`src/rtl/csa_operand_collector.sv`:
```
// Packs a stream of N-bit operands into zero-padded (x, y, z) triples for the carry-save adder.
// Two-deep: a collector feeds an output stage one edge after it fills; in_ready drops only when both are full and out_ready is low.
module csa_operand_collector #(
   parameter int N = 32
) (
   input  logic         clk,
   input  logic         rst_n,
   input  logic         in_valid,
   output logic         in_ready,
   input  logic [N-1:0] in_data,
   input  logic         in_last,
   output logic         out_valid,
   input  logic         out_ready,
   output logic [N-1:0] x,
   output logic [N-1:0] y,
   output logic [N-1:0] z,
   output logic [1:0]   out_count,
   output logic         out_last,
   output logic [15:0]  group_idx
);

   logic [N-1:0] c0_q, c0_d, c1_q, c1_d, c2_q, c2_d;
   logic [1:0]   cnt_q, cnt_d;
   logic         cfull_q, cfull_d, clast_q, clast_d;

   logic [N-1:0] x_q, x_d, y_q, y_d, z_q, z_d;
   logic [1:0]   out_count_q, out_count_d;
   logic         out_last_q, out_last_d, out_valid_q, out_valid_d;
   logic [15:0]  group_idx_q, group_idx_d;

   logic         in_fire, out_fire, out_free, xfer;
   logic [1:0]   slot;

   assign out_free = ~out_valid_q | out_ready;
   assign in_ready = ~cfull_q | out_free;
   assign in_fire  = in_valid & in_ready;
   assign out_fire = out_valid_q & out_ready;
   assign xfer     = cfull_q & out_free;

   always_comb begin
      c0_d    = c0_q;
      c1_d    = c1_q;
      c2_d    = c2_q;
      cnt_d   = cnt_q;
      cfull_d = cfull_q;
      clast_d = clast_q;
      slot    = 2'd0;
      if (xfer) begin
         c0_d    = '0;
         c1_d    = '0;
         c2_d    = '0;
         cnt_d   = 2'd0;
         cfull_d = 1'b0;
         clast_d = 1'b0;
      end
      // A transfer empties the collector this edge, so the new operand starts a fresh group.
      if (in_fire) begin
         slot = xfer ? 2'd0 : cnt_q;
         case (slot)
            2'd0:    c0_d = in_data;
            2'd1:    c1_d = in_data;
            default: c2_d = in_data;
         endcase
         cnt_d = slot + 2'd1;
         if (cnt_d == 2'd3 || in_last) begin
            cfull_d = 1'b1;
            clast_d = in_last;
         end
      end
   end

   always_comb begin
      x_d         = x_q;
      y_d         = y_q;
      z_d         = z_q;
      out_count_d = out_count_q;
      out_last_d  = out_last_q;
      out_valid_d = out_valid_q;
      group_idx_d = group_idx_q;
      if (xfer) begin
         x_d         = c0_q;
         y_d         = c1_q;
         z_d         = c2_q;
         out_count_d = cnt_q;
         out_last_d  = clast_q;
         out_valid_d = 1'b1;
      end else if (out_fire) begin
         out_valid_d = 1'b0;
      end
      // Index tracks the triple being presented; it advances only when that triple is consumed.
      if (out_fire) begin
         group_idx_d = out_last_q ? 16'd0 : group_idx_q + 16'd1;
      end
   end

   always_ff @(posedge clk or negedge rst_n) begin
      if (!rst_n) begin
         c0_q        <= '0;
         c1_q        <= '0;
         c2_q        <= '0;
         cnt_q       <= 2'd0;
         cfull_q     <= 1'b0;
         clast_q     <= 1'b0;
         x_q         <= '0;
         y_q         <= '0;
         z_q         <= '0;
         out_count_q <= 2'd0;
         out_last_q  <= 1'b0;
         out_valid_q <= 1'b0;
         group_idx_q <= 16'd0;
      end else begin
         c0_q        <= c0_d;
         c1_q        <= c1_d;
         c2_q        <= c2_d;
         cnt_q       <= cnt_d;
         cfull_q     <= cfull_d;
         clast_q     <= clast_d;
         x_q         <= x_d;
         y_q         <= y_d;
         z_q         <= z_d;
         out_count_q <= out_count_d;
         out_last_q  <= out_last_d;
         out_valid_q <= out_valid_d;
         group_idx_q <= group_idx_d;
      end
   end

   assign x         = x_q;
   assign y         = y_q;
   assign z         = z_q;
   assign out_count = out_count_q;
   assign out_last  = out_last_q;
   assign out_valid = out_valid_q;
   assign group_idx = group_idx_q;

endmodule

```
`config.mk`:
```
export PLATFORM = sky130hd
export DESIGN_NAME = csa_operand_collector
export DESIGN_NICKNAME = d
export VERILOG_FILES = /design/src/rtl/csa_operand_collector.sv
export SDC_FILE = /design/constraint.sdc
export NUM_CORES = 1
export LEC_CHECK = 0
export CAP_MARGIN = 20
export CORE_MARGIN = 2
export CORE_UTILIZATION = 55
export CTS_BUF_LIST = sky130_fd_sc_hd__clkbuf_4
export DETAILED_ROUTE_END_ITERATION = 12
export GPL_TIMING_DRIVEN = 0
export PLACE_DENSITY_LB_ADDON = 0.1
export SYNTH_ARGS = -nofsm -noshare
export SYNTH_HDL_FRONTEND = slang
export SYNTH_SLANG_ARGS = --single-unit
export TNS_END_PERCENT = 50
```
`constraint.sdc`:
```
create_clock -name clk -period 2.5 [get_ports clk]
set_input_delay 0.5 -clock clk [delete_from_list [all_inputs] [get_ports clk]]
set_output_delay 0.5 -clock clk [all_outputs]
set_load 0.005 [all_outputs]
```
# ---- After elaboration in Yosys (flattened, before gate mapping)
# Cells that the tools add are included.
dict set report totals {
  ff_bits 216
  in_bits 37
  elab_cells 48
}
dict set report classes {
  add_sub_neg 2
  n_eq_ne 2
  n_mux 20
  bitwise_logic 7
  n_reduce_logical 4
}
# op count
set ops {}
lappend ops {{$mux W32} 9}
lappend ops {{$add A16 B1 Y16 const B} 1}
lappend ops {{$mux W16} 1}
lappend ops {{$mux W1} 8}
lappend ops {{$mux W2} 2}
lappend ops {{$and A1 B1 Y1} 3}
lappend ops {{$add A2 B1 Y2 const B} 1}
lappend ops {{$eq A2 B1 Y1 const B} 1}
lappend ops {{$eq A2 B2 Y1 const B} 1}
lappend ops {{$logic_not A2 Y1} 1}
lappend ops {{$not A1 Y1} 2}
lappend ops {{$or A1 B1 Y1} 2}
lappend ops {{$reduce_bool A2 Y1} 1}
lappend ops {{$reduce_or A2 Y1} 1}
lappend ops {{$logic_or A1 B1 Y1} 1}

# ---- Logic depth before layout (Yosys ltp)
# Gate-level depths: netlist (run 1).
dict set report logic_depth {
  ltp_word 9
  ltp_mapped 12
  mapped_depth_nobuf 8
}

# ---- Worst setup path before layout (run 1)
# No wires, ideal clock.
dict set report synth_path {
  path_type {input to register}
  from {input out_ready}
  to {register c1_q[11]}
  t_arrival_ns 1.888
  required_ns 2.373
  slack_ns 0.485
  path_stages 11
  n_path_buf 4
  path_cell_list {nand2b_4 nand2_1 buf_2 buf_2 nand2_1 ha_1 and3_1 buf_4 buf_2 nand2_1 o21ai_0}
}
dict set report synth_between {
  elab_chain_cells 6
  word_cells_on_any_way 9
  cone_classes {eq/ne: 1; mux: 4; bitwise: 4}
}
# item line_no
set synth_lines {}
lappend synth_lines {{start, declared} 13} ;# input logic out_ready,
lappend synth_lines {{$or A1 B1 Y1 (*)} 34} ;# assign out_free = ~out_valid_q | out_ready;
lappend synth_lines {{$and A1 B1 Y1} 38} ;# assign xfer = cfull_q & out_free;
lappend synth_lines {{$mux W2} -}
lappend synth_lines {{$eq A2 B1 Y1} 59} ;# case (slot)
lappend synth_lines {{$mux W32} 59}
lappend synth_lines {{$mux W32 (*)} 57} ;# if (in_fire) begin
lappend synth_lines {{net c1_d[11]} 22} ;# logic [N-1:0] c0_q, c0_d, c1_q, c1_d, c2_q, c2_d;
lappend synth_lines {{end signal, assigned} 99} ;# c1_q <= '0;
lappend synth_lines {{end signal, assigned} 113} ;# c1_q <= c1_d;
lappend synth_lines {{end, declared} 22}
# The timed path passes the listed nets; every way through them passes the cells marked *.
# A chain may end at the register's enable or synchronous reset.

# ---- Final worst setup path (run 1)
dict set report layout_path {
  from {register out_valid_q (netlist: out_valid)}
  to {output in_ready}
}
dict set report layout_between {
  elab_chain_cells 3
}
# item line_no
set layout_lines {}
lappend layout_lines {{start, declared} 28} ;# logic out_last_q, out_last_d, out_valid_q, out_valid_d;
lappend layout_lines {{start signal, assigned} 123} ;# out_valid_q <= out_valid_d;
lappend layout_lines {{$not A1 Y1} 34}
lappend layout_lines {{$or A1 B1 Y1} 34}
lappend layout_lines {{$or A1 B1 Y1} 35} ;# assign in_ready = ~cfull_q | out_free;
lappend layout_lines {{end, declared} 9} ;# output logic in_ready,
# No other way between the ends.

==> results of run 1 <==
## worst max-delay path by stage
stage              start  depth (start not counted)       end  slack (ps)
2_1_floorplan  out_ready                         11  c1_q[11]         480
3_3_place_gp       rst_n                          1     x[16]       -8150
3_5_place_dp   out_ready                         12  c1_q[24]        -590
4_1_cts        out_ready                         12  c1_q[24]          70
5_1_grt        out_valid                         11  c1_q[21]          30
6_report       out_valid                          3  in_ready         170
## routing by layer
layer | vias to the layer above | part of all wire, % | routed length, um
met5 | - | 0 | 0
met4 | 0 | 2.2 | 447
met3 | 40 | 5.8 | 1190
met2 | 195 | 48 | 9690
li1 | 3290 | - | -
met1 | 3350 | 44 | 9070
## area by class of cell
cell class / instances / share of cell area, %
Inverter: 34 / 1.13
Clock buffer: 80 / 5.32
Multi-Input combinational cell: 586 / 25.6
Clock inverter: 14 / 0.720
Sequential cell: 216 / 47.9
Timing Repair Buffer: 155 / 14.1
Tap cell: 216 / 2.39
Antenna cell: 1 / 0.0222
Buffer: 51 / 2.84
## repair_timing
item	4_1_cts	5_1_grt
setup endpoints to repair	0	32
endpoints found under the hold margin	54	0
hold buffers	1	0
gates resized for setup	0	4
## logic make-up after synthesis
family                   synth area share [%]
AO/OA/AOI/OAI                            6.60
XOR/XNOR                                0.701
adder cells (fa/ha/maj)                 0.429
buffers and inverters                    5.07
flip-flops                               61.8
multiplexers                             3.91
AND/OR/NAND/NOR                          21.5
## worst max-delay path, cell delays in order (launching register included)
cell and delay [ps]:
dfrtp_1 380, buf_4 180, nand3b_4 120, clkdlybuf4s50_1 520
## stage by stage
stage          total power [mW]  instances  hold WS [ps]
2_1_floorplan              7.52        887           204
3_3_place_gp               9.85       1255           444
3_5_place_dp               9.96       1257           440
4_1_cts                    13.0       1352           161
5_1_grt                    13.8       1353           202
6_report                   12.9       1353           209
## synthesized netlist by cell type, types with 2 or more instances
library cell	instances
nand2_1	410
dfrtp_1	216
o21ai_0	41
inv_1	34
mux2i_1	33
a22o_1	32
buf_2	25
nor2_1	9
clkbuf_1	7
nor3_1	7
buf_6	6
nand3_1	6
a21oi_1	5
buf_1	5
nand4_1	5
xnor2_1	4
buf_4	3
buf_8	3
ha_1	3
xor2_1	3
a21o_1	2
and4_1	2
clkbuf_2	2
nand2b_1	2
nand2b_4	2
nor4_2	2
or3_1	2
## sequential cells by signal (all words and copies together) (netlist names), 16 cells and up
signal     flops
z             32
c2_q          32
group_idx     16
c0_q          32
y             32
x             32
c1_q          32
## power by group
| part | switching (mW) | total (mW) | internal [mW] |
|---|---|---|---|
| Combinational | 1.82 | 4.12 | 2.31 |
| Clock | 1.41 | 2.97 | 1.56 |
| Sequential | 0.889 | 5.79 | 4.90 |
| Total | 4.11 | 12.9 | 8.77 |
==> reports/qor.txt, run 1 <==
Worst Tran Pin Value: 528 ps
Reg-to-reg startpoint: out_valid
Routed WL per cell: 15.1 um
Setup WS pre-CTS: -587 ps
Worst endpoint required time: 2000 ps
Clock Tree Root: clkbuf_4
Slew Limit Headroom: 64.8%
Ports: 154
FP Rows: 46
Setup Fix Bufs, Post-CTS: 0
Pwr Density: 1140 nW/um^2
Commonest cells after routing, fill and taps aside: nand2_1, dfrtp_1, clkdlybuf4s50_1
Dpl hpwl: 13.4 mm
Count of cell types in the netlist: 43
TritonCTS Sinks: 216
Part of the cycle the worst path needs: 93.2%
Worst Hold Class: in -> reg
YS warnings: 0
Clock Pin Slew Worst Setup and Hold Paths: 70 ps
RSZ-0062 raised after global routing: no
Critical path class: reg -> out
R2r worst-path depth: 12
IO buf count: 152
Status: finished clean
Most common flop cell mapped by yosys: dfrtp_1
Final setup fails: 0
Area growth from synthesis to layout: 29.2%
Number of flops mapped to enable cells by yosys: 0
Drt drc: 0
Clk_lat worst skew: 670 ps
Initial antenna violation count: 1
Final core occ: 71.9%
Leakage: 5.91 nW
Yosys reg bits: 216
VDD IR max: 0.700 mV
Max cap viols: 0
Vias: 6875
Met3 usage: 5.04%
Commonest non-fill, non-tap cell in the layout: nand2_1
Global route overflow: 0
ANT nets after route: 0
Min-Delay Startpoint: in_valid
Mapped Nets: 927
PnR worst setup slack: 171 ps
Finished Cell Area: 11300 um^2
Fill count: 1211
Final Skew: 42.5 ps
R2r endpoint: c1_q[24]
Max Clock Freq: 429 MHz
Synth area leaders: dfrtp_1, nand2_1, mux2i_1, a22o_1, o21ai_0
Drt first pass iters: 5
Vias in the first global route: 6723
GP Congestion: 0.765
Placed cell area: 10600 um^2
First-pass GRT wire length: 33.4 mm
CTS max path bufs: 3
Final Routed Wirelength: 20.4 mm
Crit path launch type: register
CORE AREA: 15700 um^2
Cts bufs inserted: 54
DIE HEIGHT: 130 um
Leading area contributor after synthesis: dfrtp_1
Multi-input logic area: 2890 um^2
Tmin final: 2330 ps
Async set-or-reset flop fraction in the synthesized netlist: 100%
Die area: 16900 um^2
Layout cell share with drive strength beyond 1: 12.3%
Max H-tree Level: 2
Fin Setup TNS: 0 ps
Grt met2 use: 39.6%
Initial Util: 55.6%
GR Util met1: 35.1%
Fin. Hold Viols: 0
Yosys top cell area share: 61.8%
Die W: 130 um
Gr busiest metal: met2
Critical Path AT: 1830 ps
Drt via density: 5.08
Nets: 1138
Flip-flop and latch area: 5410 um^2
Reg2reg setup slack: 250 ps
Endpoint class of the critical path: output pin
Largest net degree at the start of global routing: 92
Mapped cell area: 8740 um^2
DRT iter0 DRCs: 437
WHS Endpoint: cnt_q[1]
Total Routing Usage GR: 25.1%
Max-slew violations: 0
Crit-path max FO: 8
Sequential-to-total area share from yosys stat: 61.8%
Post-Syn Area per Cell: 9.85 um^2
Hold path cells: 3
Clock tree from TritonCTS: yes
Synth Instances: 887
Power figures use the tool's default switching activity.
==> run 2, diff against run 1 <==
GPL_TIMING_DRIVEN = unset   (was 0)
SETUP_SLACK_MARGIN = 0.5   (was unset)
==> run 2 against run 1 <==
Against the previous run:
- global-route usage shrank 0.63 points
- power is 4.2% lower
- clock power is 9.4% lower
- maximum frequency rose by 16%
- utilization decreased by 0.15 points
- design area decreased by 0.21%
- non-clock buffer count fell by 9
- via count shrank 3.0%
- clock skew down 20 ps
- largest cell class unchanged
- highest routed layer unchanged
==> reports/qor.txt, run 2 (synthesis results as in run 1) <==
Setup WS pre-CTS: 147 ps
Cts bufs inserted: 53
Clk_lat worst skew: 650 ps
Status: finished clean
Commonest cells after routing, fill and taps aside: nand2_1, dfrtp_1, clkbuf_4
Worst Hold Class: in -> async
Max cap viols: 0
Non-Filler Instances: 1331
Sw Pwr: 4.02 mW
Final setup fails: 0
DIE HEIGHT: 130 um
Clock Pin Slew Worst Setup and Hold Paths: 60 ps
Clock tree from TritonCTS: yes
Commonest non-fill, non-tap cell in the layout: nand2_1
Worst endpoint required time: 2000 ps
Reg2reg setup slack: 670 ps
Slew Limit Headroom: 52.5%
Drt first pass iters: 4
Sw frac: 32.5%
WP buf/inv: 1
Fill count: 1225
Drt via density: 5.01
PnR worst setup slack: 494 ps
Multi-input logic area: 2900 um^2
Internal power: 8.33 mW
Critical path class: reg -> out
VDD IR max: 0.543 mV
Max H-tree Level: 2
Sequential power share: 46.3%
Ports: 154
Total power: 12.3 mW
Endpoint class of the critical path: output pin
Crit path launch type: register
IO buf count: 153
Die area: 16900 um^2
Vias in the first global route: 6583
Die W: 130 um
ANT nets after route: 0
Leakage: 6.51 nW
First-pass GRT wire length: 32.7 mm
CP max-delay cell: clkdlybuf4s50_1
CTS max path bufs: 3
Critical Path AT: 1510 ps
Clock power frac: 21.8%
Initial Util: 55.6%
Vias: 6668
GP Congestion: 0.794
Dpl hpwl: 11.9 mm
Crit-path max cell delay: 500 ps
DRT iter0 DRCs: 472
Max-slew violations: 0
Crit-path max FO: 2
Global route overflow: 0
CORE AREA: 15700 um^2
Final Routed Wirelength: 20.1 mm
DP Cell Count: 1220
RSZ-0062 raised after global routing: yes
Worst Tran Pin Value: 713 ps
Worst path cell trace: clkdlybuf4s50_1
Routed WL per cell: 15.1 um
Max Clock Freq: 498 MHz
Crit path max-delay family: buffers and inverters
Nets: 1128
Part of the cycle the worst path needs: 80.3%
Largest net degree at the start of global routing: 164
FP Rows: 46
Initial antenna violation count: 1
Layout cell share with drive strength beyond 1: 12.7%
Clock Tree Root: clkbuf_4
Total Routing Usage GR: 24.5%
Tmin final: 2010 ps
Combinational share of power: 31.9%
Area growth from synthesis to layout: 28.9%
Fin Setup TNS: 0 ps
Final core occ: 71.7%
Pwr Density: 1100 nW/um^2
Flip-flop and latch area: 5420 um^2
TritonCTS Sinks: 216
Final Skew: 22.7 ps
Fin. Hold Viols: 0
Drt drc: 0
-- run 2: layer usage --
| layer | vias up | share of wire [%] | GRT usage (%) |
|---|---|---|---|
| met1 | 3215 | 45 | 34.9 |
| met3 | 32 | 5.8 | 6.36 |
| met5 | - | 0 | 0 |
| met2 | 165 | 47 | 37.3 |
| met4 | 0 | 1.9 | 8.16 |
| li1 | 3256 | - | - |
-- run 2: area by class of cell --
class                           count  share of cell area, %
Antenna cell                        1                 0.0222
Timing Repair Buffer              197                   17.4
Multi-Input combinational cell    586                   25.8
Clock buffer                       68                   4.53
Clock inverter                     13                  0.710
Sequential cell                   216                   48.1
Tap cell                          216                   2.40
Inverter                           34                   1.13
-- run 2: what timing repair did --
action / CTS / global route
setup buffers: 24 / 4
hold endpoints to repair: 57 / 0
pin swaps: 1 / 0
resized for setup: 68 / 30
hold buffers: 1 / 0
endpoints found under the setup margin: 117 / 60
-- run 2: power groups by stage --
stage | Sequential, mW | Combinational (mW) | Clock (mW)
5_1_grt | 5.90 | 4.44 | 2.95
2_1_floorplan | 5.73 | 1.79 | 0
6_report | 5.71 | 3.94 | 2.69
3_5_place_dp | 5.85 | 4.02 | 0
4_1_cts | 5.72 | 4.02 | 2.77
3_3_place_gp | 5.84 | 3.93 | 0
-- run 2: metrics by stage --
| stage | hold slack, ps | area, um^2 |
|---|---|---|
| 5_1_grt | 390 | 11300 |
| 4_1_cts | 360 | 11200 |
| 3_5_place_dp | 453 | 10400 |
| 3_3_place_gp | 446 | 10400 |
| 6_report | 382 | 11300 |
| 2_1_floorplan | 204 | 8740 |
-- run 2: worst paths after layout --
| check | start | end | depth (start not counted) |
|---|---|---|---|
| max in group asynchronous | rst_n | y[8] | 3 |
| min in group clk | c1_q[21] | y[21] | 2 |
| worst min-delay path | rst_n | out_count[0] | 2 |
| worst min register to register | c1_q[21] | y[21] | 2 |
| worst max-delay path | y[10] | y[10] | 1 |
| worst max register to register | out_valid | c1_q[23] | 10 |
==> run 3, diff against run 2 <==
clock period = 2 ns   (was 2.5 ns; I/O delays follow)
==> run 3 against run 2 <==
Against the previous run:
- highest routed layer unchanged
- critical endpoint is now in_ready
- routed wire length increased by 11%
- clock power rose by 36%
- via count is 8.3% higher
- hold slack got worse by 150 ps
- power rose by 33%
- die area unchanged
- sequential power grew 26%
- utilization increased by 2.9 points
- global-route usage grew 0.30 points
- critical path depth grew 3
- clock-buffer cell count is 12 higher
==> reports/qor.txt, run 3 (synthesis results as in run 1) <==
Status: finished clean
Finished Cell Area: 11700 um^2
Worst path cell trace: buf_6 -> buf_6 -> nand3b_4 -> buf_6
GP Congestion: 0.792
PnR worst setup slack: 145 ps
Ant diodes: 0
Global route overflow: 0
Worst Tran Pin Value: 447 ps
Die area: 16900 um^2
Largest net degree at the start of global routing: 64
First-pass GRT wire length: 33.5 mm
Max Clock Freq: 539 MHz
Commonest non-fill, non-tap cell in the layout: nand2_1
Final Skew: 25.5 ps
VDD IR max: 0.715 mV
Initial Util: 55.6%
Ports: 154
Leakage: 6.61 nW
FP Rows: 46
Clock Pin Slew Worst Setup and Hold Paths: 70 ps
Fin. Hold Viols: 0
Dpl hpwl: 12.6 mm
Critical path class: reg -> out
Multi-input logic area: 3060 um^2
TritonCTS Sinks: 216
Max-slew violations: 0
IO buf count: 153
Max cap viols: 0
Flip-flop and latch area: 5420 um^2
Max H-tree Level: 2
Die W: 130 um
WP buf/inv: 3
CORE AREA: 15700 um^2
Part of the cycle the worst path needs: 92.8%
Commonest cells after routing, fill and taps aside: nand2_1, dfrtp_1, buf_2
DIE HEIGHT: 130 um
Placed cell area: 10700 um^2
Crit path launch type: register
Final Routed Wirelength: 22.3 mm
CTS max path bufs: 3
Crit path max-delay family: flip-flops
Initial antenna violation count: 0
Drt first pass iters: 5
Slew Limit Headroom: 70.2%
Cts bufs inserted: 53
Setup WS pre-CTS: -123 ps
Worst endpoint required time: 1600 ps
CP dominant cell by count: buf_6
Total Routing Usage GR: 24.8%
Tmin final: 1860 ps
Drt via density: 5.12
Area growth from synthesis to layout: 34.2%
Critical Path AT: 1460 ps
Crit-path max FO: 2
CP max-delay cell: dfrtp_1
Reg2reg setup slack: 290 ps
Clock tree from TritonCTS: yes
Routed WL per cell: 15.8 um
DRT iter0 DRCs: 402
RSZ-0062 raised after global routing: yes
Nets: 1199
Final setup fails: 0
Worst Hold Class: in -> async
Pwr Density: 1390 nW/um^2
Endpoint class of the critical path: output pin
Layout cell share with drive strength beyond 1: 29.5%
Crit-path max cell delay: 400 ps
Vias in the first global route: 6857
Clock Tree Root: clkbuf_4
Fill count: 1121
Clk_lat worst skew: 660 ps
Drt drc: 0
Vias: 7223
ANT nets after route: 0
[run 3: cell type report]
cell class              count  area share (%)
clock inverters            12           0.618
flip-flops and latches    216            46.2
repair buffers            267            18.6
multi-input cells         587            26.1
well taps                 216            2.30
clock buffers              80            5.12
inverters                  34            1.11
[run 3: path summary, 6_finish.rpt]
path                        startpoint  endpoint  cells after the start
setup / recovery             out_valid  in_ready                      4
hold / removal                   rst_n      z[4]                      2
setup reg to reg             out_valid  c0_q[20]                      7
hold reg to reg                c1_q[3]      y[3]                      2
max in group asynchronous        rst_n     x[20]                      3
min in group clk           in_data[28]  c1_q[28]                      3
[run 3: per-stage QoR]
stage          total power, mW  hold WS [ps]  cells  TNS, ps  utilization, %
2_1_floorplan             9.51           104    887        0               -
3_3_place_gp              12.5           298   1237    -2360            67.9
3_5_place_dp              12.6           299   1237    -3060            67.9
4_1_cts                   15.8           197   1375        0            71.4
5_1_grt                   17.5           221   1412        0            74.7
6_report                  16.4           231   1412        0            74.7
[run 3: what timing repair did]
| item | 4_1_cts | 5_1_grt |
|---|---|---|
| buffers inserted | 45 | 27 |
| hold buffers | 1 | 0 |
| hold endpoints to repair | 180 | 0 |
| pin swaps | 0 | 19 |
| gates resized for setup | 431 | 73 |
| gates cloned | 0 | 10 |
| setup endpoints to repair | 203 | 204 |
[run 3: report_power, final]
group | internal, mW | switching, mW | leakage [nW]
logic | 2.84 | 2.67 | 3.37
registers | 6.14 | 1.05 | 2.83
clock network | 1.94 | 1.73 | 0.402
[run 3: per-layer routing]
metal / up-vias / track usage (%) / wire length, um
li1: 3400 / - / -
met1: 3580 / 35.7 / 10000
met2: 216 / 38.5 / 10800
met3: 27 / 5.90 / 1270
met4: 0 / 6.39 / 255
met5: - / 0 / 0
